[src/rtl/wf_peak_detect.sv]
// wf_peak_detect: hysteresis pulse finder on the smoothed waveform stream.
// Each filtered frame is scanned for pulses. For every pulse, the peak amplitude
// and the sample index of that peak are recorded. The events are queued in a
// first-word-fall-through FIFO behind a valid/ready handshake.
// Optional feature macro: WFP_AREA_EN. When it is defined, a per-pulse saturating
// area sum is kept and returned on o_area. When it is undefined, o_area is tied to 0.
module wf_peak_detect #(
    parameter int FRAME_LEN  = 2400,
    parameter int DW         = 16,
    parameter int IDXW       = 12,
    parameter int FIFO_DEPTH = 8,
    parameter int HOLDOFF    = 4
) (
    input  logic            clk,
    input  logic            reset,
    input  logic            i_valid,
    input  logic            i_sof,
    input  logic [DW-1:0]   i_wf,
    input  logic [DW-1:0]   thr_hi,
    input  logic [DW-1:0]   thr_lo,
    output logic            o_valid,
    input  logic            o_ready,
    output logic [IDXW-1:0] o_idx,
    output logic [DW-1:0]   o_amp,
    output logic            o_trunc,
    output logic [27:0]     o_area,
    output logic            o_frame_done,
    output logic [7:0]      o_drop_cnt
);

    localparam int AW  = $clog2(FIFO_DEPTH);
    localparam int HCW = (HOLDOFF < 1) ? 1 : $clog2(HOLDOFF + 1);
    localparam logic [IDXW-1:0] LAST_IDX = IDXW'(FRAME_LEN - 1);

    typedef enum logic [1:0] {
        IDLE,
        BELOW,
        ABOVE,
        HOLD
    } state_t;

    // ------------------------------------------------------------------
    // Detector state
    // ------------------------------------------------------------------
    state_t          state_q, state_d, eval_st;
    logic [HCW-1:0]  hold_q, hold_d;
    logic [DW-1:0]   peak_q, peak_d;
    logic [IDXW-1:0] pidx_q, pidx_d;
    logic [IDXW-1:0] nidx_q;
    logic [IDXW-1:0] cur_idx;
    logic [DW-1:0]   eff_lo;
    logic            accept;
    logic            last_smp;
    logic            frame_done_q;

    // Event presented to the FIFO this cycle
    logic            push;
    logic            push_trunc;
    logic [IDXW-1:0] push_idx;
    logic [DW-1:0]   push_amp;

`ifdef WFP_AREA_EN
    logic [27:0]     acc_q, acc_d;
    logic [28:0]     acc_sum;
    logic [27:0]     acc_sat;
    logic [27:0]     push_area;
`endif

    // The lower of the two thresholds is used as the release level. This makes
    // sure inverted thresholds still release a pulse.
    assign eff_lo  = (thr_lo < thr_hi) ? thr_lo : thr_hi;

    // Samples are only processed once a frame has been opened by i_sof.
    assign accept  = i_valid && (i_sof || (state_q != IDLE));
    assign cur_idx = i_sof ? '0 : nidx_q;

`ifdef WFP_AREA_EN
    // Saturating running sum of the area with the current sample added.
    always_comb begin
        acc_sum = {1'b0, acc_q} + 29'(i_wf);
        acc_sat = acc_sum[28] ? '1 : acc_sum[27:0];
    end
`endif

    // Next-state and event-generation logic for the hysteresis detector
    always_comb begin
        state_d    = state_q;
        eval_st    = state_q;
        hold_d     = hold_q;
        peak_d     = peak_q;
        pidx_d     = pidx_q;
        push       = 1'b0;
        push_trunc = 1'b0;
        push_idx   = pidx_q;
        push_amp   = peak_q;
        last_smp   = 1'b0;
`ifdef WFP_AREA_EN
        acc_d      = acc_q;
        push_area  = acc_q;
`endif
        if (accept) begin
            // A new frame closes any open pulse as truncated. The current
            // sample then starts fresh from BELOW.
            if (i_sof) begin
                if (state_q == ABOVE) begin
                    push       = 1'b1;
                    push_trunc = 1'b1;
                end
                eval_st = BELOW;
                hold_d  = '0;
            end

            case (eval_st)
                BELOW: begin
                    if (i_wf >= thr_hi) begin
                        state_d = ABOVE;
                        peak_d  = i_wf;
                        pidx_d  = cur_idx;
`ifdef WFP_AREA_EN
                        acc_d   = 28'(i_wf);
`endif
                    end else begin
                        state_d = BELOW;
                    end
                end
                ABOVE: begin
                    if (i_wf < eff_lo) begin
                        push       = 1'b1;
                        push_trunc = 1'b0;
                        if (HOLDOFF > 0) begin
                            state_d = HOLD;
                            hold_d  = HCW'(HOLDOFF);
                        end else begin
                            state_d = BELOW;
                        end
                    end else begin
                        if (i_wf > peak_q) begin
                            peak_d = i_wf;
                            pidx_d = cur_idx;
                        end
`ifdef WFP_AREA_EN
                        acc_d = acc_sat;
`endif
                    end
                end
                HOLD: begin
                    if (hold_q <= HCW'(1)) begin
                        state_d = BELOW;
                        hold_d  = '0;
                    end else begin
                        hold_d = hold_q - HCW'(1);
                    end
                end
                default: state_d = state_q;
            endcase

            // The last sample of the frame closes a still-open pulse. The
            // event includes this sample. The next frame always starts in BELOW.
            if (cur_idx == LAST_IDX) begin
                last_smp = 1'b1;
                if (state_d == ABOVE) begin
                    push       = 1'b1;
                    push_trunc = 1'b1;
                    push_idx   = pidx_d;
                    push_amp   = peak_d;
`ifdef WFP_AREA_EN
                    push_area  = acc_d;
`endif
                end
                state_d = BELOW;
                hold_d  = '0;
            end
        end
    end

    // State register, sample index counter and frame-done strobe
    always_ff @(posedge clk) begin
        if (reset) begin
            state_q      <= IDLE;
            hold_q       <= '0;
            peak_q       <= '0;
            pidx_q       <= '0;
            nidx_q       <= '0;
            frame_done_q <= 1'b0;
        end else begin
            state_q      <= state_d;
            hold_q       <= hold_d;
            peak_q       <= peak_d;
            pidx_q       <= pidx_d;
            frame_done_q <= last_smp;
            if (accept) begin
                nidx_q <= last_smp ? '0 : cur_idx + IDXW'(1);
            end
        end
    end

`ifdef WFP_AREA_EN
    // Area accumulator register
    always_ff @(posedge clk) begin
        if (reset) begin
            acc_q <= '0;
        end else begin
            acc_q <= acc_d;
        end
    end
`endif

    assign o_frame_done = frame_done_q;

    // ------------------------------------------------------------------
    // Event FIFO (first-word-fall-through)
    // ------------------------------------------------------------------
    logic [AW:0]     wr_ptr, rd_ptr;
    logic            fifo_empty, fifo_full;
    logic            pop, wr_en, drop;
    logic [7:0]      drop_cnt_q;
    logic [IDXW-1:0] mem_idx   [FIFO_DEPTH];
    logic [DW-1:0]   mem_amp   [FIFO_DEPTH];
    logic            mem_trunc [FIFO_DEPTH];
`ifdef WFP_AREA_EN
    logic [27:0]     mem_area  [FIFO_DEPTH];
`endif

    assign fifo_empty = (wr_ptr == rd_ptr);
    assign fifo_full  = (wr_ptr[AW] != rd_ptr[AW]) &&
                        (wr_ptr[AW-1:0] == rd_ptr[AW-1:0]);
    assign pop        = !fifo_empty && o_ready;
    // When the FIFO is full, a push in the same cycle as a pop still succeeds,
    // because the pop frees the slot on the same edge.
    assign wr_en      = push && (!fifo_full || pop);
    assign drop       = push && fifo_full && !pop;

    // FIFO pointers and saturating drop counter
    always_ff @(posedge clk) begin
        if (reset) begin
            wr_ptr     <= '0;
            rd_ptr     <= '0;
            drop_cnt_q <= '0;
        end else begin
            if (wr_en) begin
                wr_ptr <= wr_ptr + (AW+1)'(1);
            end
            if (pop) begin
                rd_ptr <= rd_ptr + (AW+1)'(1);
            end
            if (drop && (drop_cnt_q != 8'hFF)) begin
                drop_cnt_q <= drop_cnt_q + 8'd1;
            end
        end
    end

    // FIFO storage writes (payload only, no reset needed)
    always_ff @(posedge clk) begin
        if (wr_en) begin
            mem_idx[wr_ptr[AW-1:0]]   <= push_idx;
            mem_amp[wr_ptr[AW-1:0]]   <= push_amp;
            mem_trunc[wr_ptr[AW-1:0]] <= push_trunc;
`ifdef WFP_AREA_EN
            mem_area[wr_ptr[AW-1:0]]  <= push_area;
`endif
        end
    end

    // Head outputs are forced to zero while the FIFO is empty. This keeps them
    // clean out of reset and after the FIFO drains.
    assign o_valid    = !fifo_empty;
    assign o_idx      = fifo_empty ? '0 : mem_idx[rd_ptr[AW-1:0]];
    assign o_amp      = fifo_empty ? '0 : mem_amp[rd_ptr[AW-1:0]];
    assign o_trunc    = fifo_empty ? 1'b0 : mem_trunc[rd_ptr[AW-1:0]];
`ifdef WFP_AREA_EN
    assign o_area     = fifo_empty ? '0 : mem_area[rd_ptr[AW-1:0]];
`else
    assign o_area     = '0;
`endif
    assign o_drop_cnt = drop_cnt_q;

endmodule

[config.mk]
export PLATFORM = sky130hd
export DESIGN_NAME = wf_peak_detect
export DESIGN_NICKNAME = d
export VERILOG_FILES = /design/src/rtl/wf_peak_detect.sv
export SDC_FILE = /design/constraint.sdc
export NUM_CORES = 1
export LEC_CHECK = 0
export BUFFER_PORTS_ARGS = -buffer_cell sky130_fd_sc_hd__buf_2
export CAP_MARGIN = 5
export CORE_MARGIN = 2
export CORE_UTILIZATION = 50
export CTS_CLUSTER_SIZE = 10
export DETAILED_ROUTE_END_ITERATION = 16
export MAX_ROUTING_LAYER = met4
export PLACE_DENSITY = 0.76
export SLEW_MARGIN = 20
export SYNTH_ARGS = -nofsm -noshare
export SYNTH_HDL_FRONTEND = slang
export SYNTH_SLANG_ARGS = --single-unit
[constraint.sdc]
create_clock -name clk -period 8.7 [get_ports clk]
set_clock_uncertainty 0.1 [all_clocks]
set_input_delay 0 -clock clk [delete_from_list [all_inputs] [get_ports clk]]
set_output_delay 0 -clock clk [all_outputs]
set_load 0.02 [all_outputs]
==> flow_results.org, run 1 <==
** Floorplan
- Chip height :: 171.3 um
- For this design the top-level I/O count stands at 120.
- Row generation in the floorplan step produced 61 rows.
- Area of the die :: 29330 um2
- Initial core utilization :: 0.5062
- Die W :: 171.3 um
- The core region is 27630 um2.

** Clock network
- Maximum count of clock buffers along a single path :: 3
- After clock tree synthesis, the repair step resized 0 gates.
- Quantity of hold-fixing buffers added after cts :: 23
- Counting the buffers created by CTS gives 35.
- In this run the post-CTS setup repair buffer count came out at 0.
- For this design, the sink count on the clock tree is 297.
- Clock latency on the worst-skew pair :: 0.50 ns
- Number of H-tree levels :: 2
- After clock tree synthesis, the clock-pin slew on the worst setup and hold paths is 0.05 ns.
- Clock root buffer :: sky130_fd_sc_hd__clkbuf_16
- Clock tree from TritonCTS :: built

** Timing
- Final worst path period share :: 0.6617
- The number of failing hold endpoints at the final stage was 0.
- Setup repair after global routing missed its margin :: no
- Peak Freq :: 173.7 MHz
- The final-report max-slew violation count came to 0.
- Shortest clock period the worst path allows after layout :: 5.757 ns
- Headroom to the max-slew limit :: 0.2783
- Setup total negative slack on the finished layout was measured at 0 ns.
- At the pin with the least slew margin, the transition time is 1.083 ns.
- Setup-failing EPs final :: 0

** Power
- Switching Share :: 0.2116
- The share of total power dissipated in sequential elements is 0.509.
- Power per unit of standard cell area :: 186.6 nW/um2
- The worst-case IR drop observed on VDD is 0.1203 mV.
- The internal portion of the total power is 2.352 mW.
- Leak Pwr :: 5.737 nW
- Post-layout total power :: 2.984 mW
- The share of total power dissipated in the clock network is 0.433.
- For this design the total switching power over the nets is 0.6315 mW.
- Gate power share :: 0.059

** Synth
- Of all flip-flops after synthesis, the portion carrying an async set or reset was 0.
- In this run the mean area of a mapped cell was 14.09 um2.
- Mux contribution to synthesized area :: 0.1271
- Yosys reg bits :: 297
- After synthesis, the netlist uses 67 different library cells.
- After synthesis, the cell types taking the most area are sky130_fd_sc_hd__edfxtp_1 (50%), sky130_fd_sc_hd__mux4_2 (9.3%), sky130_fd_sc_hd__dfxtp_1 (9.3%).
- Dominant combinational cell family by area after synthesis :: multiplexers
- Number of synthesis warnings :: 0
- Of the total synthesized cell area, the portion taken by XOR and XNOR cells is 0.003757.
- Adder-cell share of the synthesized area :: 0.06351
- By instance count, the leading cell after synthesis is sky130_fd_sc_hd__edfxtp_1.
- The share of the Yosys chip area taken by registers is 0.5911.
- Summing every instance area after synthesis gives 13990 um2.
- The synthesized design spends more area on one cell type than any other, namely sky130_fd_sc_hd__edfxtp_1.
- The synthesized design contains 232 enable-type register cells.
- Predominant post-synthesis flop cell :: sky130_fd_sc_hd__edfxtp_1
- Of the total synthesized cell area, the portion taken by AND, OR, NAND and NOR gates is 0.07389.
- Area share of the largest cell type after synthesis :: 0.4981
- Synth Instances :: 993
- Synth top cells by count :: sky130_fd_sc_hd__edfxtp_1 (232), sky130_fd_sc_hd__ha_1 (71), sky130_fd_sc_hd__nor2_1 (71)
- Compound-Gate Fraction of Synth Area :: 0.09813

** Cells and area
- Fill count :: 2196
- Post-route core utilization :: 0.5787
- Layout cell share with drive strength beyond 1 :: 0.1988
- Inserted Diodes :: 0
- The sequential cells in the finished layout cover a total of 8274 um2.
- The final layout contains 1233 nets.
- Summing all multi-input logic gate instances after layout gives 5283 um2.
- From synthesis to final layout, the design area changed by 14.31%.

** Job
- Across the run, the number of max-cap violations was 0.

** Setup path
- For the worst setup path, the data arrival time is 5.79 ns.
- Worst Path Class, Setup :: in2reg
- The worst setup path is captured at a flop.
- Required time at the worst-slack endpoint :: 8.74 ns
- Along the worst path, the maximum fanout reaches 29.
- STA classifies the critical path startpoint as a primary input.

** Routing
- Using the TritonRoute via totals, the vias-per-cell ratio works out to 5.705.
- The final layout contains routed wiring with a total length of 29.58 mm.
- In this run the remaining antenna-violating nets after routing total 0.
- Detailed Routing Iterations Pass 1 :: 5
- Summing over every cut layer, the via total after detailed routing is 8586.
- Detailed-route wire length per cell :: 19.65 um
- For this block, the initial DRC count from the detailed router was 496.
- After detailed routing, the number of remaining DRC violations is 0.

** Placed design
- RePlAce Congestion :: 0.8984
- Number of input and output port buffers inserted :: 91
- Detailed placement finished with a half-perimeter wire length of 18.67 mm.

** GRT
- Most used routing layer in global routing :: met2
- The via count of the first global-routing pass is 8546.
- Maximum number of pins on one net before global-route repair :: 59
- Across every metal layer, demand over resource in global routing totals 0.2129.
- Met2 usage :: 0.3485
- Met3 track demand over resource :: 0.02646
- First-pass GRT wire length :: 46.91 mm
- For met1 alone, demand over resource in global routing was 0.2829.
- The total overflow left after global routing is 0.
- The number of antenna violations at the first check in global routing was 0.

** Worst hold path
- The tightest min-delay check is of the in2reg type.

** Outcome
- Outcome :: finished clean
==> flip-flops by register name, summed over array words and instances (netlist names), named ones only <==
| signal | flops |
|---|---|
| mem_amp | 128 |
| state_q | 2 |
| pidx_q | 12 |
| mem_idx | 96 |
| rd_ptr | 4 |
| wr_ptr | 4 |
| o_drop_cnt | 8 |
| mem_trunc | 8 |
| hold_q | 3 |
| peak_q | 16 |
| o_frame_done | 1 |
| nidx_q | 12 |
==> critical path, cell delays in order <==
cell and delay [ns]:
sky130_fd_sc_hd__buf_2 0.09, sky130_fd_sc_hd__inv_1 0.05, sky130_fd_sc_hd__ha_1 0.30, sky130_fd_sc_hd__nand4_1 0.14, sky130_fd_sc_hd__or4_1 0.57, sky130_fd_sc_hd__o32a_1 0.35, sky130_fd_sc_hd__and3_1 0.51, sky130_fd_sc_hd__mux2i_1 0.32
sky130_fd_sc_hd__ha_1 0.28, sky130_fd_sc_hd__a211oi_1 0.23, sky130_fd_sc_hd__nor2_1 0.07, sky130_fd_sc_hd__a2111oi_0 0.51, sky130_fd_sc_hd__nand3_1 0.17, sky130_fd_sc_hd__o32a_4 0.37, sky130_fd_sc_hd__a221oi_4 0.32, sky130_fd_sc_hd__and2_1 0.31
sky130_fd_sc_hd__o21ai_1 0.35, sky130_fd_sc_hd__nor4b_2 0.34, sky130_fd_sc_hd__buf_4 0.48
==> final timing paths <==
path / from / endpoint / slack [ns] / depth (start not counted)
max: thr_hi[15] / mem_amp[5][5] / 2.94 / 19
min: thr_hi[0] / state_q[0] / 0.14 / 4
max reg2reg: nidx_q[0] / mem_amp[5][5] / 4.38 / 10
min reg2reg: nidx_q[1] / nidx_q[1] / 0.35 / 2
==> cell usage in the layout, fill, tap and decap left out, drive strengths merged, types with 7 or more instances in the layout <==
cell | Yosys | layout
a21o | 17 | 17
a21oi | 31 | 31
a22o | 42 | 42
a22oi | 7 | 7
a31oi | 7 | 7
and2 | 7 | 7
and3 | 14 | 14
buf | 41 | 104
clkbuf | 34 | 53
conb | 1 | 28
dfxtp | 65 | 65
dlygate4sd3 | 0 | 23
edfxtp | 232 | 232
ha | 71 | 71
inv | 47 | 48
mux2i | 46 | 46
mux4 | 58 | 58
nand2 | 33 | 33
nand3 | 21 | 21
nand4 | 10 | 10
nor2 | 71 | 71
nor2b | 10 | 10
nor3 | 10 | 10
o21ai | 30 | 30
==> final cells by class <==
type | count | area share
repair buffers | 127 | 0.04899
clock buffers | 53 | 0.06096
clock inverters | 2 | 0.001565
flip-flops and latches | 297 | 0.5175
inverters | 47 | 0.01103
multi-input cells | 601 | 0.3304
well taps | 378 | 0.02958
==> through the flow <==
stage | std cells | setup WS, ns | hold WS, ns | area, um2
after detailed placement | 1427 | 2.512 | 0.2239 | 14760
after global placement | 1427 | 2.671 | 0.2239 | 14760
final | 1505 | 2.943 | 0.1403 | 15990
after CTS | 1505 | 2.953 | 0.1181 | 15990
after floorplan | 1020 | 0.6509 | 0.03264 | 14090
after global routing | 1505 | 2.493 | 0.1421 | 15990
==> power groups by stage <==
stage,registers (mW),clock network (mW),logic (mW)
after floorplan,1.55,0,0.126
after global placement,1.55,0,0.164
after detailed placement,1.55,0,0.167
after CTS,1.52,1.31,0.175
after global routing,1.52,1.37,0.197
final,1.52,1.29,0.176
==> layer usage <==
metal | vias up | share of wire
li1 | 4042 | -
met1 | 4245 | 0.43
met4 | 0 | 0.021
met3 | 49 | 0.052
met2 | 250 | 0.50
met5 | - | 0
==> kinds of logic (layout without fill, tap and decap cells) <==
group / Yosys count / count (layout)
buf+inv: 122 / 229
fa+ha+maj: 71 / 71
mux: 105 / 105
xor+xnor: 6 / 6
simple gates: 206 / 206
compound gates: 185 / 185
other cells: 1 / 28
flops: 297 / 297
(Power assumes the default switching activity.)
==> run 2: changes to the inputs <==
--- a/config.mk
+++ b/config.mk
@@ -5,6 +5,7 @@
 export SDC_FILE = /design/constraint.sdc
 export NUM_CORES = 1
 export LEC_CHECK = 0
+export ABC_AREA = 1
 export BUFFER_PORTS_ARGS = -buffer_cell sky130_fd_sc_hd__buf_2
 export CAP_MARGIN = 5
 export CORE_MARGIN = 2
==> constraint.sdc (replaced) <==
create_clock -name clk -period 6 [get_ports clk]
set_clock_uncertainty 0.1 [all_clocks]
set_input_delay 0 -clock clk [delete_from_list [all_inputs] [get_ports clk]]
set_output_delay 0 -clock clk [all_outputs]
set_load 0.02 [all_outputs]
==> flow_results.org, run 2 <==
** Power
- Switching Share :: 0.2678 (was 0.2116)
- Worst vdd rail ir drop :: 0.1841 mV (was 0.1203 mV)
- Reported net switching power :: 1.316 mW (was 0.6315 mW)
- The total power consumption of the routed design came to 4.916 mW (was 2.984 mW).
- Gate power share :: 0.156 (was 0.059)
- The clock group share of total power was 0.379 (was 0.433).
- The sequential power share came to 0.466 (was 0.509).
- The power density of the placed cells is 299.8 nW/um2 (was 186.6 nW/um2).
- Internal power summed over all cells :: 3.599 mW (was 2.352 mW)
- Leak Pwr :: 6.411 nW (was 5.737 nW)

** Clock network
- Number of H-tree levels :: 2 (unchanged)
- The clock transition at the registers of the reported paths came to 0.05 ns (about the same).
- The post-CTS repair timing setup buffer count came to 0 (unchanged).
- The clock root buffer is sky130_fd_sc_hd__clkbuf_16 (unchanged).
- The clock latency of the later-clocked register in the worst-skew pair came to 0.50 ns (about the same).
- The clock tree from TritonCTS was built (unchanged).
- The count of clock tree sinks came to 297 (unchanged).
- Maximum count of clock buffers along a single path :: 3 (unchanged)
- Number of clock buffers inserted by TritonCTS :: 35 (unchanged)

** Setup path
- The critical path's top delay family is compound AO/OA/AOI/OAI gates (unchanged).
- The kind of start point of the critical path is a primary input (unchanged).
- Required time at the worst-slack endpoint :: 6.09 ns (was 8.74 ns)
- The worst-case register-to-register setup slack is 2.21 ns (was 4.38 ns).
- Critical-path cell list: buf_2, inv_1, ha_1, nand2_1, inv_1, o21bai_1, a21oi_1, nor2_1, nand2_2, o21ai_0, ha_1, a21oi_1, nor2_1, a211oi_1, o221a_2, nand3_2, nand2_1, nand2_1, nand2_2, nor2_8, inv_2, nor2_1, a21oi_1 (was buf_2, inv_1, ha_1, nand4_1, or4_1, o32a_1, and3_1, mux2i_1, ha_1, a211oi_1, nor2_1, a2111oi_0, nand3_1, o32a_4, a221oi_4, and2_1, o21ai_1, nor4b_2, buf_4).
- Largest fanout of any net on the critical path :: 49 (was 29)
- The slowest cell on the critical path is sky130_fd_sc_hd__inv_2 (was sky130_fd_sc_hd__or4_1).
- Critical Path Start :: thr_hi[9] (was thr_hi[15])
- The capture point of the worst reg-to-reg path was mem_amp[6][15] (was mem_amp[5][5]).
- The sum of buffers and inverters on the critical path came to 4 (was 3).
- Worst Path Class, Setup :: in2reg (unchanged)
- Arrival time at the worst endpoint :: 4.32 ns (was 5.79 ns)
- Type of destination of the critical path :: flop (unchanged)
- The critical path depth in cells came to 23 (was 19).
- The count of cells along the worst register-to-register path was 11 (was 10).
- Origin of the critical flop-to-flop path :: state_q[1] (was nidx_q[0])
- Critical path capture point :: mem_amp[6][15] (was mem_amp[5][5])
- Delay of the slowest critical-path stage :: 0.62 ns (was 0.57 ns)

** GRT
- The first-pass GRT wire length came to 52.96 mm (was 46.91 mm).
- Antenna violations before repair :: 1 (was 0)
- Maximum number of pins on one net before global-route repair :: 83 (was 59)
- Number of global-route vias before repair :: 10.73k (was 8546)
- Remaining global-route overflow :: 0 (unchanged)
- The overall routing resource usage came to 0.2196 (was 0.2129).

** Synth
- The async set-reset flop share out of synthesis came to 0 (unchanged).
- The synthesized instance count came to 1522 (was 993).
- Dominant cell by count in the synthesized netlist :: sky130_fd_sc_hd__edfxtp_1 (unchanged)
- Number of enable-type register cells in the synthesized netlist :: 232 (unchanged)
- Number of synthesis warnings :: 0 (unchanged)
- Syn avg cell area :: 9.556 um2 (was 14.09 um2)
- Most area-hungry cell type in the Yosys netlist :: sky130_fd_sc_hd__edfxtp_1 (unchanged)
- Synth top cells by count :: sky130_fd_sc_hd__edfxtp_1 (232), sky130_fd_sc_hd__nor2_1 (231), sky130_fd_sc_hd__o21ai_0 (205) (was sky130_fd_sc_hd__edfxtp_1 (232), sky130_fd_sc_hd__ha_1 (71), sky130_fd_sc_hd__nor2_1 (71))
- Predominant post-synthesis flop cell :: sky130_fd_sc_hd__edfxtp_1 (unchanged)
- Mapped Area :: 14540 um2 (was 13990 um2)
- Sequential share of the synthesized area :: 0.5685 (was 0.5911)
- The number of storage elements in the synthesis netlist came to 297 (unchanged).
- The area share of the largest cell type after synthesis came to 0.4790 (was 0.4981).
- Cell types occupying the most area after synthesis :: sky130_fd_sc_hd__edfxtp_1 (48%), sky130_fd_sc_hd__dfxtp_1 (8.9%), sky130_fd_sc_hd__o21ai_0 (7.1%) (was sky130_fd_sc_hd__edfxtp_1 (50%), sky130_fd_sc_hd__mux4_2 (9.3%), sky130_fd_sc_hd__dfxtp_1 (9.3%))
- Number of unique standard cell types used by synthesis :: 43 (was 67)

** Routing
- Count of vias placed by the detailed router :: 11.02k (was 8586)
- The aggregate routed wire length was 32.66 mm (was 29.58 mm).
- DRC violation count after routing :: 0 (unchanged)
- The number of iterations in the first detailed-routing pass came to 5 (unchanged).
- The via count normalized by instance count came to 5.481 (was 5.705).
- The wire length per cell came to 16.24 um (was 19.65 um).
- The count of antenna-violating nets left after detailed routing came to 0 (unchanged).
- The number of DRC markers in iteration 0 is 1117 (was 496).

** Cells and area
- The number of flip-flops under the largest register name is 128 (unchanged).
- Layout cell share with drive strength beyond 1 :: 0.1095 (was 0.1988)
- The count of filler cells inserted in the layout is 2370 (was 2196).
- Most used cells in the layout excluding fill and tap cells :: sky130_fd_sc_hd__edfxtp_1 (232), sky130_fd_sc_hd__nor2_1 (227), sky130_fd_sc_hd__o21ai_0 (204) (was sky130_fd_sc_hd__edfxtp_1 (232), sky130_fd_sc_hd__buf_2 (91), sky130_fd_sc_hd__nor2_1 (71), sky130_fd_sc_hd__ha_1 (71), sky130_fd_sc_hd__dfxtp_1 (62))
- The layout overhead on the synthesized area was 12.75% (was 14.31%).
- Commonest non-fill, non-tap cell in the layout :: sky130_fd_sc_hd__edfxtp_1 (unchanged)
- Final instance count without filler cells :: 2011 (was 1505)
- Post-route core utilization :: 0.5713 (was 0.5787)
- The sequential cell area came to 8273 um2 (was 8274 um2).
- Area of combinational cells with multiple inputs :: 5448 um2 (was 5283 um2)
- Final layout net count :: 1731 (was 1233)
- The post-layout instance area is 16400 um2 (was 15990 um2).

** Placed design
- Total half-perimeter wirelength after legalization and detailed placement :: 19.84 mm (was 18.67 mm)
- The total of buffers placed on input and output ports was 91 (unchanged).
- The cell count after placement is 1935 (was 1427).
- Area of placed instances :: 15210 um2 (was 14760 um2)
- RePlAce Congestion :: 0.9007 (was 0.8984)

** Timing
- Hold Fails Final Rpt :: 0 (unchanged)
- After layout, the minimum clock period comes to 4.225 ns.
- The total negative setup slack came to 0 ns (unchanged).
- Setup repair after global routing missed its margin: no (unchanged).
- Number of pins exceeding their max-slew limit in the final report :: 0 (unchanged)
- Of the available clock period, the critical path in the final layout requires 0.7042.
- The actual transition at the worst max-transition pin was 1.037 ns (was 1.083 ns).
- Static timing analysis puts the maximum clock frequency at 236.7 MHz.
- The setup-violating endpoint count in the final report is 0 (unchanged).
- The worst max-slew margin expressed relative to the limit was 0.3086 (was 0.2783).

** Floorplan
- Die W :: 174.6 um (was 171.3 um)
- Standard-cell rows :: 62 (was 61)
- The total I/O pin count was 120 (unchanged).
- Area of the die :: 30470 um2 (was 29330 um2)
- Initial core utilization :: 0.5067 (was 0.5062)
- Core region area :: 28700 um2 (was 27630 um2)
- Chip height :: 174.6 um (was 171.3 um)

** Outcome
- Outcome :: finished clean (unchanged)

** Worst hold path
- The worst min-delay path category was in2reg (unchanged).

** Job
- The number of max-cap violations came to 0 (unchanged).
run 2: cell types whose count changed in the layout (fill, tap and decap cells not counted), sizes merged, moves of 10 or more:
cell and delta:
a21o -17, a21oi +89, a22o -42, a31oi +23, and3 -13, inv +68
mux2i -46, mux4 -58, nand2 +175, nand3 +13, nor2 +161, nor2b -10
o21ai +183, o22ai +29
run 2: power groups by stage:
| stage | Sequential, mW | Combinational [mW] | Clock [mW] |
|---|---|---|---|
| floorplan | 2.31 | 0.554 | 0 |
| global placement | 2.33 | 0.718 | 0 |
| detailed placement | 2.33 | 0.747 | 0 |
| CTS | 2.29 | 0.761 | 1.88 |
| global route | 2.29 | 0.858 | 1.96 |
| finish | 2.29 | 0.765 | 1.86 |
run 2: through the flow:
step | setup WS (ns) | hold slack, ns
5_1_grt | 1.353 | 0.1028
6_report | 1.775 | 0.08250
3_3_place_gp | 1.392 | 0.2391
3_5_place_dp | 1.357 | 0.2423
2_1_floorplan | 0.7279 | 0.09508
4_1_cts | 1.808 | 0.05784
run 2: cell families (layout without fill, tap and decap cells):
| logic type | Yosys count | in the layout | synth area share |
|---|---|---|---|
| xor+xnor | 17 | 17 | 0.01024 |
| buf+inv | 222 | 299 | 0.06676 |
| simple gates | 504 | 504 | 0.1401 |
| other cells | 1 | 29 | 0.0002578 |
| flops | 297 | 297 | 0.5685 |
| fa+ha+maj | 71 | 71 | 0.06108 |
| compound gates | 410 | 410 | 0.1531 |
run 2: layout make-up:
type,count,area share
Antenna cell,1,0.0001526
Clock buffer,53,0.05883
Clock inverter,3,0.001755
Inverter,118,0.02701
Multi-Input combinational cell,1030,0.3322
Sequential cell,297,0.5045
Tap cell,384,0.02930
Timing Repair Buffer,125,0.04624
run 2: timing repair:
item	in CTS	in global routing
hold buffers	19	0
gates resized for setup	0	0
endpoints found under the hold margin	30	0
run 2: worst min-delay path by stage:
stage,startpoint,end,cells after the start
global placement,o_ready,flop,3
floorplan,o_ready,flop,2
finish,reset,o_frame_done,2
detailed placement,o_ready,flop,3
global route,reset,o_drop_cnt[6],2
CTS,reset,o_frame_done,2
run 2: routing by layer:
layer  GRT usage  up-vias  part of all wire
li1            -     5408                 -
met1      0.2899     5137              0.43
met2      0.3555      412              0.48
met3     0.02843       66             0.069
met4     0.06944        0             0.022
met5           -        -                 0
==> run 3: changes to the inputs <==
==> constraint.sdc (replaced) <==
create_clock -name clk -period 4.04 [get_ports clk]
set_clock_uncertainty 0.1 [all_clocks]
set_input_delay 0 -clock clk [delete_from_list [all_inputs] [get_ports clk]]
set_output_delay 0 -clock clk [all_outputs]
set_load 0.02 [all_outputs]
==> flow_results.org, run 3 (synthesized netlist as in run 2, its figures left out) <==
** Floorplan
- The core region area is 28700 um2 (unchanged).
- Count of boundary I/O pins :: 120 (unchanged)
- The site row count was 62 (unchanged).
- Initial core utilization :: 0.5067 (unchanged)
- The die footprint was 30470 um2 (unchanged).
- The vertical die dimension came to 174.6 um (unchanged).
- The horizontal die dimension was 174.6 um (unchanged).

** Setup path
- Crit-path slowest cell :: sky130_fd_sc_hd__a21oi_1 (was sky130_fd_sc_hd__inv_2)
- The longest individual stage delay on the worst path was 0.59 ns (was 0.62 ns).
- Largest fanout of any net on the critical path :: 23 (was 49)
- Terminus of the critical flop-to-flop path :: mem_amp[7][6] (was mem_amp[6][15])
- Required time at the worst-slack endpoint :: 4.13 ns (was 6.09 ns)
- Origin of the critical flop-to-flop path :: peak_q[11] (was state_q[1])
- The count of cells along the worst register-to-register path came to 16 (was 11).
- The kind of end point of the critical path is a flop (unchanged).
- The most numerous cell type found on the critical path is sky130_fd_sc_hd__nand2_1.
- The kind of critical path was in2reg (unchanged).
- The kind of start point of the critical path was a primary input (unchanged).
- The worst-case register-to-register setup slack came to 0.82 ns (was 2.21 ns).
- The data arrival time of the critical path is 3.62 ns (was 4.32 ns).

** GRT
- Number of global-route vias before repair :: 10.81k (was 10.73k)
- Most used routing layer in global routing :: met2 (unchanged)
- The total global routing overflow is 0 (unchanged).
- The met2 usage is 0.3715 (was 0.3555).
- Antenna violations before repair :: 0 (was 1)
- The overall routing resource usage was 0.2241 (was 0.2196).
- The met1 usage came to 0.2900 (was 0.2899).
- The met3 track demand over resource in global routing came to 0.02537 (was 0.02843).
- The largest net degree at the start of global routing came to 84 (was 83).
- First-pass GRT wire length :: 53.73 mm (was 52.96 mm)

** Placed design
- RePlAce Congestion :: 0.8854 (was 0.9007)
- Number of input and output port buffers inserted :: 91 (unchanged)
- The post-detailed-placement cell area came to 15470 um2 (was 15210 um2).
- Total half-perimeter wirelength after legalization and detailed placement :: 21.03 mm (was 19.84 mm)
- The worst setup slack after placement was 0.02202 ns (was 1.357 ns).
- Placed insts :: 1950 (was 1935)

** Power
- The maximum vdd ir drop was 0.2725 mV (was 0.1841 mV).
- The power density of the placed cells came to 440.1 nW/um2 (was 299.8 nW/um2).
- The clock group share of total power is 0.379 (about the same).
- Sequential group share of total power :: 0.465 (was 0.466)
- The total power consumption of the routed design is 7.325 mW (was 4.916 mW).
- Internal power summed over all cells :: 5.355 mW (was 3.599 mW)
- Switching Share :: 0.2689 (was 0.2678)
- Reported net switching power :: 1.969 mW (was 1.316 mW)
- The cell leakage power is 6.556 nW (was 6.411 nW).
- The fraction of power consumed by combinational cells is 0.157 (was 0.156).

** Timing
- Setup-failing EPs final :: 0 (unchanged)
- For this run, the top clock speed supported by timing is 282.8 MHz.
- Minimum setup slack in the final design :: 0.5040 ns (was 1.775 ns)
- Worst Tran Pin Value :: 1.097 ns (was 1.037 ns)
- Setup repair after global routing missed its margin :: no (unchanged)
- The number of failing hold endpoints at the final stage was 0 (unchanged).
- The worst max-slew margin expressed relative to the limit is 0.2667 (was 0.3086).
- Final worst path period share :: 0.8752
- The final-report max-slew violation count was 0 (unchanged).
- Counting I/O delays and the setup requirement, the final critical path takes 3.536 ns.

** Routing
- Starting DRT DRC Count :: 996 (was 1117)
- Count of vias placed by the detailed router :: 11.18k (was 11.02k)
- The count of antenna-violating nets left after detailed routing came to 0 (unchanged).
- The number of iterations in the first detailed-routing pass was 5 (unchanged).
- The number of remaining DRC errors is 0 (unchanged).
- Detailed-route wire length :: 33.43 mm (was 32.66 mm)
- The wire length per cell was 16.54 um (was 16.24 um).
- The via count normalized by instance count came to 5.527 (was 5.481).

** Cells and area
- Most used cells in the layout excluding fill and tap cells :: sky130_fd_sc_hd__edfxtp_1 (232), sky130_fd_sc_hd__nor2_1 (227), sky130_fd_sc_hd__o21ai_0 (204) (unchanged)
- The count of filler cells inserted in the layout is 2400 (was 2370).
- Final instance area :: 16640 um2 (was 16400 um2)
- The number of standard cells in the final layout excluding fillers was 2022 (was 2011).
- Final layout net count :: 1745 (was 1731)
- Commonest non-fill, non-tap cell in the layout :: sky130_fd_sc_hd__edfxtp_1 (unchanged)
- The number of flip-flops under the largest register name was 128 (unchanged).
- The share of post-route cells with drive strength above 1 is 0.1178 (was 0.1095).
- Post-route core utilization :: 0.5798 (was 0.5713)
- Inserted Diodes :: 0 (was 1)
- Area growth syn-to-layout :: 14.42% (was 12.75%)

** Clock network
- The clock transition at the registers of the reported paths came to 0.05 ns (about the same).
- The worst-case clock buffer depth was 3 (unchanged).
- The clock latency of the later-clocked register in the worst-skew pair came to 0.51 ns (was 0.50 ns).
- The clock tree from TritonCTS is built (unchanged).
- Cts repair resizes :: 0 (unchanged)
- Number of clock sinks :: 297 (unchanged)
- Setup fix buffers added after clock tree synthesis :: 0 (unchanged)
- Number of clock buffers inserted by TritonCTS :: 35 (unchanged)
- Number of H-tree levels :: 2 (unchanged)
- Clock root buffer :: sky130_fd_sc_hd__clkbuf_16 (unchanged)

** Worst hold path
- Worst Hold Path Cells :: 5 (was 2)
- Class of the most critical hold timing path :: in2reg (unchanged)
- The endpoint with the worst hold slack is nidx_q[2] (was o_frame_done).
- The launch point of the worst hold path was i_valid (was reset).

** Job
- The number of max-cap violations came to 0 (unchanged).

** Outcome
- Outcome: finished clean (unchanged).
run 3: worst max-delay path, delay by kind of cell:
family	cells	cell delay, ns
fa+ha+maj	2	0.60
compound gates	6	1.17
simple gates	13	1.19
buf+inv	6	0.65
run 3: worst max path at each step:
stage	startpoint	endpoint	cells past startpoint
after floorplan	thr_hi[11]	mem_amp[0][0]	23
after global placement	thr_hi[9]	mem_amp[7][0]	27
after detailed placement	thr_hi[9]	mem_amp[7][11]	25
after CTS	thr_hi[9]	mem_amp[4][11]	25
after global routing	thr_hi[9]	mem_amp[6][6]	27
final	thr_hi[9]	mem_amp[7][6]	27
run 3: power groups by stage:
stage	logic (mW)	clock network [mW]	registers [mW]
3_3_place_gp	1.08	0	3.46
5_1_grt	1.28	2.93	3.41
4_1_cts	1.15	2.82	3.40
2_1_floorplan	0.823	0	3.44
6_report	1.15	2.77	3.40
3_5_place_dp	1.13	0	3.46
run 3: per-layer routing:
layer | routed length, um | vias up
met2 | 16290 | 381
li1 | - | 5438
met4 | 756 | 0
met3 | 2041 | 61
met1 | 14350 | 5296
met5 | 0 | -
run 3: cell type report:
type	instances	area, um2	area share
sequential	297	8273	0.4971
clock buffer	51	957.2	0.05752
timing repair buffer	139	985.9	0.05925
multi-input combinational	1030	5473	0.3289
clock inverter	3	28.78	0.001729
inverter	118	442.9	0.02662
tap	384	480.5	0.02887
run 3: stage by stage:
step           setup TNS [ns]  hold slack, ns
4_1_cts                     0         0.01461
3_3_place_gp                0          0.2504
5_1_grt                     0         0.07618
2_1_floorplan          -72.94         0.09508
3_5_place_dp                0          0.2633
6_report                    0         0.01358
run 3: timing repair:
action / CTS / global route
hold endpoints to repair: 27 / 0
hold buffers: 18 / 0
endpoints found under the setup margin: 0 / 0
